==> config.mk <==
export PLATFORM = sky130hd
export DESIGN_NAME = uv_intc_apb
export DESIGN_NICKNAME = d
export VERILOG_FILES = /design/src/rtl/uv_intc_apb.sv
export SDC_FILE = /design/constraint.sdc
export NUM_CORES = 1
export LEC_CHECK = 0
export BUFFER_PORTS_ARGS = -buffer_cell sky130_fd_sc_hd__buf_2
export CAP_MARGIN = 20
export CORE_MARGIN = 4
export CORE_UTILIZATION = 49
export DETAILED_ROUTE_END_ITERATION = 10
export PLACE_DENSITY = 0.79
export SYNTH_ARGS = -nofsm -noshare
export SYNTH_HDL_FRONTEND = slang
export SYNTH_SLANG_ARGS = --single-unit
==> constraint.sdc <==
create_clock -name clk -period 2.03 [get_ports clk]
set_input_delay 0.406 -clock clk [delete_from_list [all_inputs] [get_ports clk]]
set_output_delay 0.406 -clock clk [all_outputs]
set_load 0.01 [all_outputs]
==> src/rtl/uv_intc_apb.sv <==
// rtl/uv_intc_apb.sv - interrupt collector with APB register port
// Synchronises source lines, latches level/edge pending bits, masks, combines and claims by priority.
module uv_intc_apb #(
    parameter int ALEN       = 12,
    parameter int DLEN       = 32,
    parameter int MLEN       = DLEN / 8,
    parameter int SRC_NUM    = 8,
    parameter int SYNC_STAGE = 2
) (
    input  logic                clk,
    input  logic                rst_n,
    input  logic                intc_psel,
    input  logic                intc_penable,
    input  logic [2:0]          intc_pprot,
    input  logic [ALEN-1:0]     intc_paddr,
    input  logic [MLEN-1:0]     intc_pstrb,
    input  logic                intc_pwrite,
    input  logic [DLEN-1:0]     intc_pwdata,
    output logic [DLEN-1:0]     intc_prdata,
    output logic                intc_pready,
    output logic                intc_pslverr,
    input  logic [SRC_NUM-1:0]  src_in,
    output logic                intc_irq
);

    localparam int IW = ALEN - 2;

    logic [SRC_NUM-1:0] sync_q [SYNC_STAGE];
    logic [SRC_NUM-1:0] src_s, src_p_q;
    logic [SRC_NUM-1:0] en_q, en_d, type_q, type_d, edge_q, edge_d;
    logic [SRC_NUM-1:0] pend, act, wmask, w1c, claim_oh, claim_clr;
    logic [4:0]         claim_val;
    logic [IW-1:0]      widx;
    logic               setup, bad, irq_q;
    logic [DLEN-1:0]    rdata, prdata_q;
    logic               pready_q, pslverr_q;
    logic               unused_bits;

    assign unused_bits = ^{intc_pprot, intc_paddr[1:0], intc_pwdata, intc_pstrb};

    assign src_s = sync_q[SYNC_STAGE-1];
    assign setup = intc_psel & ~intc_penable;
    assign widx  = intc_paddr[ALEN-1:2];
    assign bad   = widx > IW'(3);

    // Level sources read the synchronised line directly; edge sources use the latched bit.
    assign pend = (type_q & edge_q) | (~type_q & src_s);
    assign act  = pend & en_q;

    always_comb begin
        wmask     = '0;
        claim_val = '0;
        claim_oh  = '0;
        for (int i = 0; i < SRC_NUM; i++) begin
            wmask[i] = intc_pstrb[i/8];
        end
        for (int i = SRC_NUM - 1; i >= 0; i--) begin
            if (act[i]) begin
                claim_val   = 5'(i + 1);
                claim_oh    = '0;
                claim_oh[i] = 1'b1;
            end
        end
    end

    always_comb begin
        en_d      = en_q;
        type_d    = type_q;
        w1c       = '0;
        claim_clr = '0;
        rdata     = '0;
        if (setup && intc_pwrite) begin
            if (widx == IW'(0)) en_d   = (en_q & ~wmask) | (intc_pwdata[SRC_NUM-1:0] & wmask);
            if (widx == IW'(1)) type_d = (type_q & ~wmask) | (intc_pwdata[SRC_NUM-1:0] & wmask);
            if (widx == IW'(2)) w1c    = intc_pwdata[SRC_NUM-1:0] & wmask;
        end
        if (setup && !intc_pwrite && widx == IW'(3)) claim_clr = claim_oh;
        case (widx)
            IW'(0):  rdata = DLEN'(en_q);
            IW'(1):  rdata = DLEN'(type_q);
            IW'(2):  rdata = DLEN'(pend);
            IW'(3):  rdata = DLEN'(claim_val);
            default: rdata = '0;
        endcase
        // A new rising edge in the same cycle as a clear keeps the bit set.
        edge_d = type_q & ((edge_q & ~(w1c | claim_clr)) | (src_s & ~src_p_q));
    end

    always_ff @(posedge clk or negedge rst_n) begin
        if (!rst_n) begin
            for (int i = 0; i < SYNC_STAGE; i++) sync_q[i] <= '0;
            src_p_q   <= '0;
            en_q      <= '0;
            type_q    <= '0;
            edge_q    <= '0;
            irq_q     <= 1'b0;
            prdata_q  <= '0;
            pready_q  <= 1'b0;
            pslverr_q <= 1'b0;
        end else begin
            sync_q[0] <= src_in;
            for (int i = 1; i < SYNC_STAGE; i++) sync_q[i] <= sync_q[i-1];
            src_p_q   <= src_s;
            en_q      <= en_d;
            type_q    <= type_d;
            edge_q    <= edge_d;
            irq_q     <= |act;
            pready_q  <= setup;
            pslverr_q <= setup & bad;
            if (setup && !intc_pwrite) prdata_q <= rdata;
        end
    end

    assign intc_prdata  = prdata_q;
    assign intc_pready  = pready_q;
    assign intc_pslverr = pslverr_q;
    assign intc_irq     = irq_q;

endmodule

**Yosys cells after proc, flatten, opt, wreduce, memory -nomap -nowiden**

Cells that the tools add are included.

- Bits in registers: 83
- Bits of input ports: 64
- Output and inout bits: 35

- Magnitude comparators: 1
- Muxes and demuxes: 20
- Reductions and logical operators: 8
- Bitwise operators: 21
- Equal/unequal tests: 3

Operators with widths:

| operator | number |
|---|---|
| 2-to-1 mux 8 bit | 11 |
| AND 8 bit | 9 |
| bitwise OR 8 bit | 5 |
| 2-to-1 mux 5 bit | 7 |
| inverter 8 bit | 4 |
| one-hot mux 8 bit (4 select lines) | 1 |
| == test 10 x 2 -> 1 bit (second input constant) | 2 |
| == test 10 x 1 -> 1 bit (second input constant) | 1 |
| greater-than comparator 10 x 2 -> 1 bit (second input constant) | 1 |
| logical NOT 10 bit | 1 |
| OR reduction 8 bit | 1 |
| 2-to-1 mux 4 bit | 1 |
| AND reduction 2 bit | 2 |
| logical AND 1 bit | 3 |
| AND 1 bit | 2 |
| logical NOT 1 bit | 1 |
| inverter 1 bit | 1 |

**Longest topological paths before layout**

Gate-level depths: netlist (run 1).

- Depth after elaboration: 18
- Mapped depth: 7
- Gate-level depth less buffers: 5

**Least setup slack after synthesis (run 1)**

Ideal clock, no wire load.

- Path kind: input to register
- Start point: input port intc_paddr[4]
- End point: register (tool-made name)
- Slack: -0.113 ns
- Required time: 1.905 ns
- Cell stages on the path: 6
- Arrival: 2.018 ns
- Library setup time: 0.125 ns
- Buffers on the path: 2
- Cell sequence: or4_4 -> buf_6 -> nor4_1 -> nor2b_1 -> buf_2 -> mux2_2

RTL lines:

| what | RTL line | source |
|---|---|---|
| start, declared | 15 | `input logic [ALEN-1:0] intc_paddr,` |

==> results.toml, run 1 <==
[clock_network]
clock-root-buffer = "clkbuf_8"
cts_resized = 0
cts_tree = "yes"
cts_buffers = 9
clock_latency_ns = 0.33
cts_sinks = 59
cts-htree-levels = 3
postCtsHoldBufs = 0
cts_max_path_buffers = 2
cts.clk_slew.worst_paths_ns = 0.06
cts_setup_buffers = 0

[cells_and_area]
layout-drive-gt1-share = 0.342
n_antenna_cell = 0
layout_commonest_cell = "dfrtp_1"
nNetsFinal = 360
finalNonFillerCells = 371
fillerInstances = 429
synthToLayoutAreaGrowth_pct = 19.3
final_cell_mix = "dfrtp_1, buf_2, nand2_1"

[sta]
report.final.slew_viol_count = 0
fin_setup_tns_ns = 0
fin_crit_ns = 1.89
max_freq_ghz = 0.530
finalWorstSetupSlack_ns = 0.143
period_share = 0.930
final-hold-violation-count = 0
rsz0062_at_grt = "false"
fin_worst_skew_ns = 0.00572
setup_viol_count_final = 0

[route]
drt_pass1_iterations = 4
antenna_left = 0
drtIter0Drc = 100
wl_per_cell_um = 14.4
drc = 0
avgViaCountPerCell = 5.06
postRouteWirelength_mm = 5.34
vias = 1876

[global_route]
grt_usage = 0.177
grt_pass1_vias = 1870
antenna_found_initial = 0
grt_max_degree = 60
grt_pass1_wl_mm = 8.66
grt.overflow.total = 0

[worst_setup_path]
critPathLaunchType = "input port"
crit_path_top_delay_cell = "or4_4"
worstSetupPathType = "in -> reg"
critPathMaxStageDelay_ns = 0.55
worstPathCellList = "buf_2 > or4_4 > nor4_2 > nor2b_1 > buf_4 > mux2_2"
crit_buf_inv = 2
cp.arrival_ns = 2.10
cp.required_ns = 2.24
cp_top_family = "simple AND/OR/NAND/NOR gates"
crit_path_max_fanout = 6
critPathCaptureType = "register"

[floorplanning]
ios = 99
fp.dieW_um = 82.0
start_util = 0.516
core_area_sq_mm = 0.00520
rows = 26
chipHeight_um = 82.0
dieArea_sq_mm = 0.00673

[placement]
dp.cells = 355
numPortBuffers = 42
post-place-ws_ns = -0.193
place_hpwl_mm = 3.98
place.gp.congestion = 0.817

[power]
p_leak_nw = 1.54
p_seq_frac = 0.515
cellPowerDensity_mw_per_mm2 = 737
p_sw_frac = 0.220
clkPwrFrac = 0.417
ir_drop_uv = 613
netSwitchingPower_mw = 0.520
intPower_mw = 1.84
pwr-share-comb = 0.068

[hold_path]
hold_class = "in -> async"

[synth]
synth_ff_type = "dfrtp_1"
synth-async-reset-ratio = 1.00
yosys_warnings = 0
synth_edf_count = 0
post_synth_inst_count = 233
synth_area_sq_mm = 0.00269
ys_seq_elements = 59
synth_area_per_cell_sq_um = 11.5
ys_seq_area_frac = 0.550
synth_cell_types = 43

[run_status]
status = "finished, final reports clean"

[run]
drv_cap = 0
==> per-stage QoR <==
stage | total power, mW | area (sq um) | hold WS, ns | utilization
finish | 2.36 | 3200 | 0.0663 | 0.616
global route | 2.48 | 3200 | 0.0759 | 0.616
CTS | 2.39 | 3200 | 0.0715 | 0.616
detailed placement | 1.40 | 3010 | 0.335 | 0.579
global placement | 1.39 | 3010 | 0.333 | 0.579
floorplan | 1.34 | 2790 | 0.110 | -
==> logic make-up after synthesis <==
family,share of synthesized area
AND/OR/NAND/NOR,0.131
other,0.00140
flip-flops,0.550
AO/OA/AOI/OAI,0.119
buffers and inverters,0.0853
multiplexers,0.114
==> cell type report <==
type,instances,area [sq um],area share
Clock inverter,1,5.00,0.00156
Multi-Input combinational cell,163,1080,0.336
Clock buffer,15,186,0.0582
Inverter,2,7.51,0.00234
Timing Repair Buffer,61,365,0.114
Tap cell,70,87.6,0.0273
Sequential cell,59,1480,0.461
==> Yosys cell counts, types with 2 or more instances <==
library cell,n,share of area
nor2_1,8,0.011
nor4_1,5,0.012
a21boi_1,2,0.0056
inv_1,2,0.0028
a21o_1,2,0.0056
dfrtp_1,59,0.55
nor2b_1,4,0.0093
clkbuf_1,3,0.0042
o211ai_1,2,0.0056
nand3_1,2,0.0037
a2bb2oi_1,4,0.013
mux2_2,20,0.084
o21ai_0,12,0.022
a21oi_1,8,0.015
mux2i_1,8,0.030
nand3b_1,3,0.0084
nand2_1,27,0.038
a21boi_0,3,0.0084
buf_2,3,0.0056
nand2b_1,8,0.019
buf_4,24,0.067
a211oi_1,3,0.0084
==> final timing paths <==
check	startpoint	end	slack (ns)	cells past startpoint
min reg2reg	sync_q[10]	src_s[2]	0.35	0
max in group asynchronous	rst_n	asynchronous set/reset pin	1.71	2
max reg2reg	register	intc_prdata[3]	0.24	5
max	intc_paddr[4]	register	0.14	6
min in group clk	src_in[3]	sync_q[11]	0.18	1
min	rst_n	intc_irq	0.07	2
==> routing by layer <==
layer,global-route usage,share of wire,routed length [um]
met5,0,0,0
met4,0.0681,0.024,127
met3,0.0713,0.081,430
met2,0.288,0.48,2550
met1,0.210,0.42,2230
==> power groups by stage <==
stage	combinational (mW)	sequential, mW	clock [mW]
finish	0.161	1.22	0.985
global route	0.183	1.22	1.08
CTS	0.162	1.22	1.01
detailed placement	0.161	1.24	0
global placement	0.159	1.24	0
floorplan	0.109	1.24	0
(Power assumes the default switching activity.)
==> inputs of run 2 (changes only) <==
--- a/config.mk
+++ b/config.mk
@@ -11,6 +11,7 @@
 export CORE_UTILIZATION = 49
 export DETAILED_ROUTE_END_ITERATION = 10
 export PLACE_DENSITY = 0.79
+export RECOVER_POWER = 25
 export SYNTH_ARGS = -nofsm -noshare
 export SYNTH_HDL_FRONTEND = slang
 export SYNTH_SLANG_ARGS = --single-unit
==> run 2 against run 1 <==
  * Die area is the same
  * Cell area down 0.47%
  * Clock power about the same
  * Highest routed layer unchanged
  * Critical path type unchanged
  * Largest power group unchanged
  * Largest cell class unchanged
==> results.toml, run 2 (synthesis gave the netlist of run 1 again) <==
[route]
vias = 1889
drtIter0Drc = 103
postRouteWirelength_mm = 5.33
drc = 0
antenna_left = 0
drt_pass1_iterations = 4
avgViaCountPerCell = 5.09
wl_per_cell_um = 14.4

[power]
clkPwrFrac = 0.418
p_seq_frac = 0.516
cellPowerDensity_mw_per_mm2 = 740
p_leak_nw = 1.53
power_mw = 2.36
netSwitchingPower_mw = 0.519
intPower_mw = 1.84
pwr-share-comb = 0.067
ir_drop_uv = 613
p_sw_frac = 0.220

[global_route]
antenna_found_initial = 0
grt_pass1_vias = 1870
grt_max_degree = 60
grt_usage = 0.177
grt_pass1_wl_mm = 8.66
grt.overflow.total = 0

[cells_and_area]
final_cell_mix = "dfrtp_1, buf_2, nand2_1"
finalNonFillerCells = 371
synthToLayoutAreaGrowth_pct = 18.8
nNetsFinal = 360
layout-drive-gt1-share = 0.342
final_util = 0.613
n_antenna_cell = 0
layout_commonest_cell = "dfrtp_1"

[worst_setup_path]
crit_path_max_fanout = 6
worstSetupPathType = "in -> reg"
crit_start = "intc_paddr[4]"
critPathLaunchType = "input port"
cp.arrival_ns = 2.10
critPathCaptureType = "register"
cp.required_ns = 2.24

[sta]
setup_viol_count_final = 0
slew_headroom = 0.0892
rsz0062_at_grt = "false"
final-hold-violation-count = 0
report.final.slew_viol_count = 0
period_share = 0.931
max_freq_ghz = 0.529
fin_crit_ns = 1.89
fin_worst_skew_ns = 0.00578
whs_ns = 0.178
tightest_slew_ns = 1.37

[clock_network]
cts_tree = "yes"
cts_setup_buffers = 0
cts.clk_slew.worst_paths_ns = 0.06
cts_resized = 0
clock-root-buffer = "clkbuf_8"
clock_latency_ns = 0.33
cts_max_path_buffers = 2
postCtsHoldBufs = 0
cts_buffers = 9
cts_sinks = 59
cts-htree-levels = 3

[run_status]
status = "finished, final reports clean"

[placement]
numPortBuffers = 42
place_hpwl_mm = 3.98
dp.cells = 355
place.gp.congestion = 0.817

[hold_path]
hold_class = "in -> reg"
hp-start = "src_in[3]"

[run]
drv_cap = 0

[floorplanning]
dieArea_sq_mm = 0.00673
start_util = 0.516
rows = 26
chipHeight_um = 82.0
fp.dieW_um = 82.0
ios = 99
core_area_sq_mm = 0.00520
==> run 2: cell types whose count changed in the layout (fill, tap and decap cells not counted) <==
cell      delta
buf_12       -1
clkbuf_2     +1
==> run 2: per-stage QoR <==
step / cell area, sq um / setup slack, ns / TNS (ns)
finish: 3190 / 0.140 / 0
global route: 3190 / 0.0743 / 0
CTS: 3200 / 0.154 / 0
detailed placement: 3010 / -0.193 / -2.66
global placement: 3010 / -0.180 / -2.39
floorplan: 2790 / -0.0414 / -0.290
==> run 2: layout make-up <==
| class | count | area [sq um] |
|---|---|---|
| clock inverter | 1 | 5.00 |
| sequential | 59 | 1480 |
| tap | 70 | 87.6 |
| timing repair buffer | 61 | 350 |
| inverter | 2 | 7.51 |
| clock buffer | 15 | 186 |
| fill | 431 | 2020 |
| multi-input combinational | 163 | 1080 |
==> run 2: final timing paths <==
path	to	slack [ns]	cells past startpoint
max reg2reg	intc_prdata[3]	0.23	5
max	register	0.14	6
min	sync_q[11]	0.18	1
min in group asynchronous	asynchronous set/reset pin	0.46	2
max in group asynchronous	src_p_q[0]	0.73	2
min reg2reg	src_s[2]	0.35	0
==> run 2: critical path: stages <==
cell     delay [ns]
buf_2          0.09
or4_4          0.55
nor4_2         0.30
nor2b_1        0.22
buf_4          0.19
mux2_2         0.34
==> run 2: per-layer routing <==
layer  vias up  wire [um]  track usage
met4         0        113       0.0681
met3        12        428       0.0713
li1        906          -            -
met2        67       2590        0.288
met1       904       2200        0.210
met5         -          0            0
==> run 2: power by group through the flow <==
stage | Clock (mW) | Combinational (mW) | Sequential, mW
after floorplan | 0 | 0.109 | 1.24
after global placement | 0 | 0.159 | 1.24
after detailed placement | 0 | 0.161 | 1.24
after CTS | 1.01 | 0.162 | 1.22
after global routing | 1.08 | 0.179 | 1.22
final | 0.985 | 0.157 | 1.22
==> inputs of run 3 (changes only) <==
==> constraint.sdc (replaced) <==
create_clock -name clk -period 2.03 [get_ports clk]
set_input_delay 0.1015 -clock clk [delete_from_list [all_inputs] [get_ports clk]]
set_output_delay 0.1015 -clock clk [all_outputs]
set_load 0.01 [all_outputs]
==> run 3 against run 2 <==
  * Total power down 0.49%
  * Critical path type is now reg -> reg
  * Combinational power is 4% higher
  * Via count increased by 2.4%
  * Sequential cell count stayed put
  * Non-clock buffer count increased by 5
  * Largest cell class unchanged
  * Largest power group unchanged
  * Core utilization increased by 0.89 points
  * Count of clock-buffer cells in the layout is 2 lower
  * Critical path depth decreased by 1
  * Wire length grew 2.6%
  * Sequential power hardly changed
  * Hold slack worse by 0.15 ns
==> results.toml, run 3 (synthesis gave the netlist of run 1 again) <==
[power]
intPower_mw = 1.80
clkPwrFrac = 0.413
p_leak_nw = 1.52
cellPowerDensity_mw_per_mm2 = 725
p_seq_frac = 0.518
p_sw_frac = 0.232
pwr-share-comb = 0.069
netSwitchingPower_mw = 0.546
ir_drop_uv = 398

[global_route]
grt_max_degree = 60
grt.overflow.total = 0
antenna_found_initial = 0
grt_pass1_vias = 1841
grt_pass1_wl_mm = 8.67
grt_usage = 0.176

[clock_network]
cts_max_path_buffers = 2
clock-root-buffer = "clkbuf_8"
cts.clk_slew.worst_paths_ns = 0.06
cts_sinks = 59
cts-htree-levels = 3
cts_buffers = 9
clock_latency_ns = 0.34
cts_tree = "yes"

[sta]
slew_headroom = 0.517
fin_crit_ns = 1.89
rsz0062_at_grt = "false"
max_freq_ghz = 0.530
fin_worst_skew_ns = 0.00674
period_share = 0.929
report.final.slew_viol_count = 0
finalWorstSetupSlack_ns = 0.145
setup_viol_count_final = 0
whs_ns = 0.0276
tightest_slew_ns = 0.725
final-hold-violation-count = 0
fin_setup_tns_ns = 0

[floorplanning]
chipHeight_um = 82.0
dieArea_sq_mm = 0.00673
core_area_sq_mm = 0.00520
start_util = 0.516
rows = 26
ios = 99
fp.dieW_um = 82.0

[route]
drt_pass1_iterations = 4
routed.top_layer = "met4"
drtIter0Drc = 100
avgViaCountPerCell = 5.16
route.met2.wl_mm = 2.64
drt-met1-wl_mm = 2.32
vias = 1935
drc = 0
postRouteWirelength_mm = 5.47
dr_wl_met3_um = 479
antenna_left = 0
wl_per_cell_um = 14.6

[cells_and_area]
fillerInstances = 432
synthToLayoutAreaGrowth_pct = 20.5
final_cell_mix = "dfrtp_1, buf_2, nand2_1"
layout-drive-gt1-share = 0.292
final_util = 0.622
n_antenna_cell = 0
layout_commonest_cell = "dfrtp_1"
stdcell_area_sq_mm = 0.00324
nNetsFinal = 365

[run]
drv_cap = 0

[placement]
placed_area_sq_mm = 0.00294
numPortBuffers = 42
place_hpwl_mm = 3.76
post-place-ws_ns = -0.0363
place.gp.congestion = 0.842

[worst_setup_path]
cp.required_ns = 2.24
crit_path_max_fanout = 5
rrSetupSlack_ns = 0.14
cp.arrival_ns = 2.10
critPathCaptureType = "register"
critPathLaunchType = "register"
worstSetupPathType = "reg -> reg"

[hold_path]
hp-start = "intc_pwdata[1]"
hold_class = "in -> reg"

[run_status]
status = "finished, final reports clean"
-- run 3: changes by cell type in the layout (fill, tap and decap cells not counted), sizes merged --
cell	change
clkinv	+1
buf	-12
dlygate4sd3	+11
clkbuf	+4
-- run 3: layout make-up --
type / count / area [sq um] / share of cell area
inverter: 2 / 7.51 / 0.00232
multi-input combinational: 163 / 1080 / 0.333
tap: 70 / 87.6 / 0.0271
clock inverter: 2 / 10.0 / 0.00309
timing repair buffer: 66 / 409 / 0.126
sequential: 59 / 1480 / 0.456
clock buffer: 13 / 169 / 0.0522
-- run 3: path summary, 6_finish.rpt --
check / endpoint / cells past startpoint
worst max-delay path: edge_q[6] / 5
worst min-delay path: register / 2
worst max register to register: edge_q[6] / 5
worst min register to register: src_s[6] / 0
max in group asynchronous: src_p_q[3] / 3
min in group asynchronous: sync_q[13] / 3
-- run 3: critical path: stages, from the launching register on --
cell      delay (ns)
dfrtp_1         0.42
mux2_2          0.38
a22oi_1         0.30
nand3_2         0.20
o41ai_2         0.37
a21boi_1        0.10
-- run 3: what timing repair did --
action	4_1_cts	5_1_grt
setup buffers	0	1
setup endpoints to repair	0	5
hold buffers	11	0
hold endpoints to repair	69	0
gates resized for setup	0	2
-- run 3: stage by stage --
stage                     cells  power [mW]
after floorplan             256        1.34
after global placement      348        1.38
after detailed placement    348        1.38
after CTS                   374        2.37
after global routing        375        2.44
final                       375        2.35
-- run 3: power groups by stage --
stage | clock (mW) | combinational, mW | sequential, mW
detailed placement | 0 | 0.147 | 1.24
finish | 0.969 | 0.163 | 1.22
global placement | 0 | 0.145 | 1.24
global route | 1.04 | 0.184 | 1.22
CTS | 0.986 | 0.164 | 1.22
floorplan | 0 | 0.107 | 1.24
-- run 3: metal layers --
metal	vias up	track usage
met1	936	0.226
met4	0	0.0664
li1	917	-
met2	76	0.277
met5	-	0
met3	6	0.0581
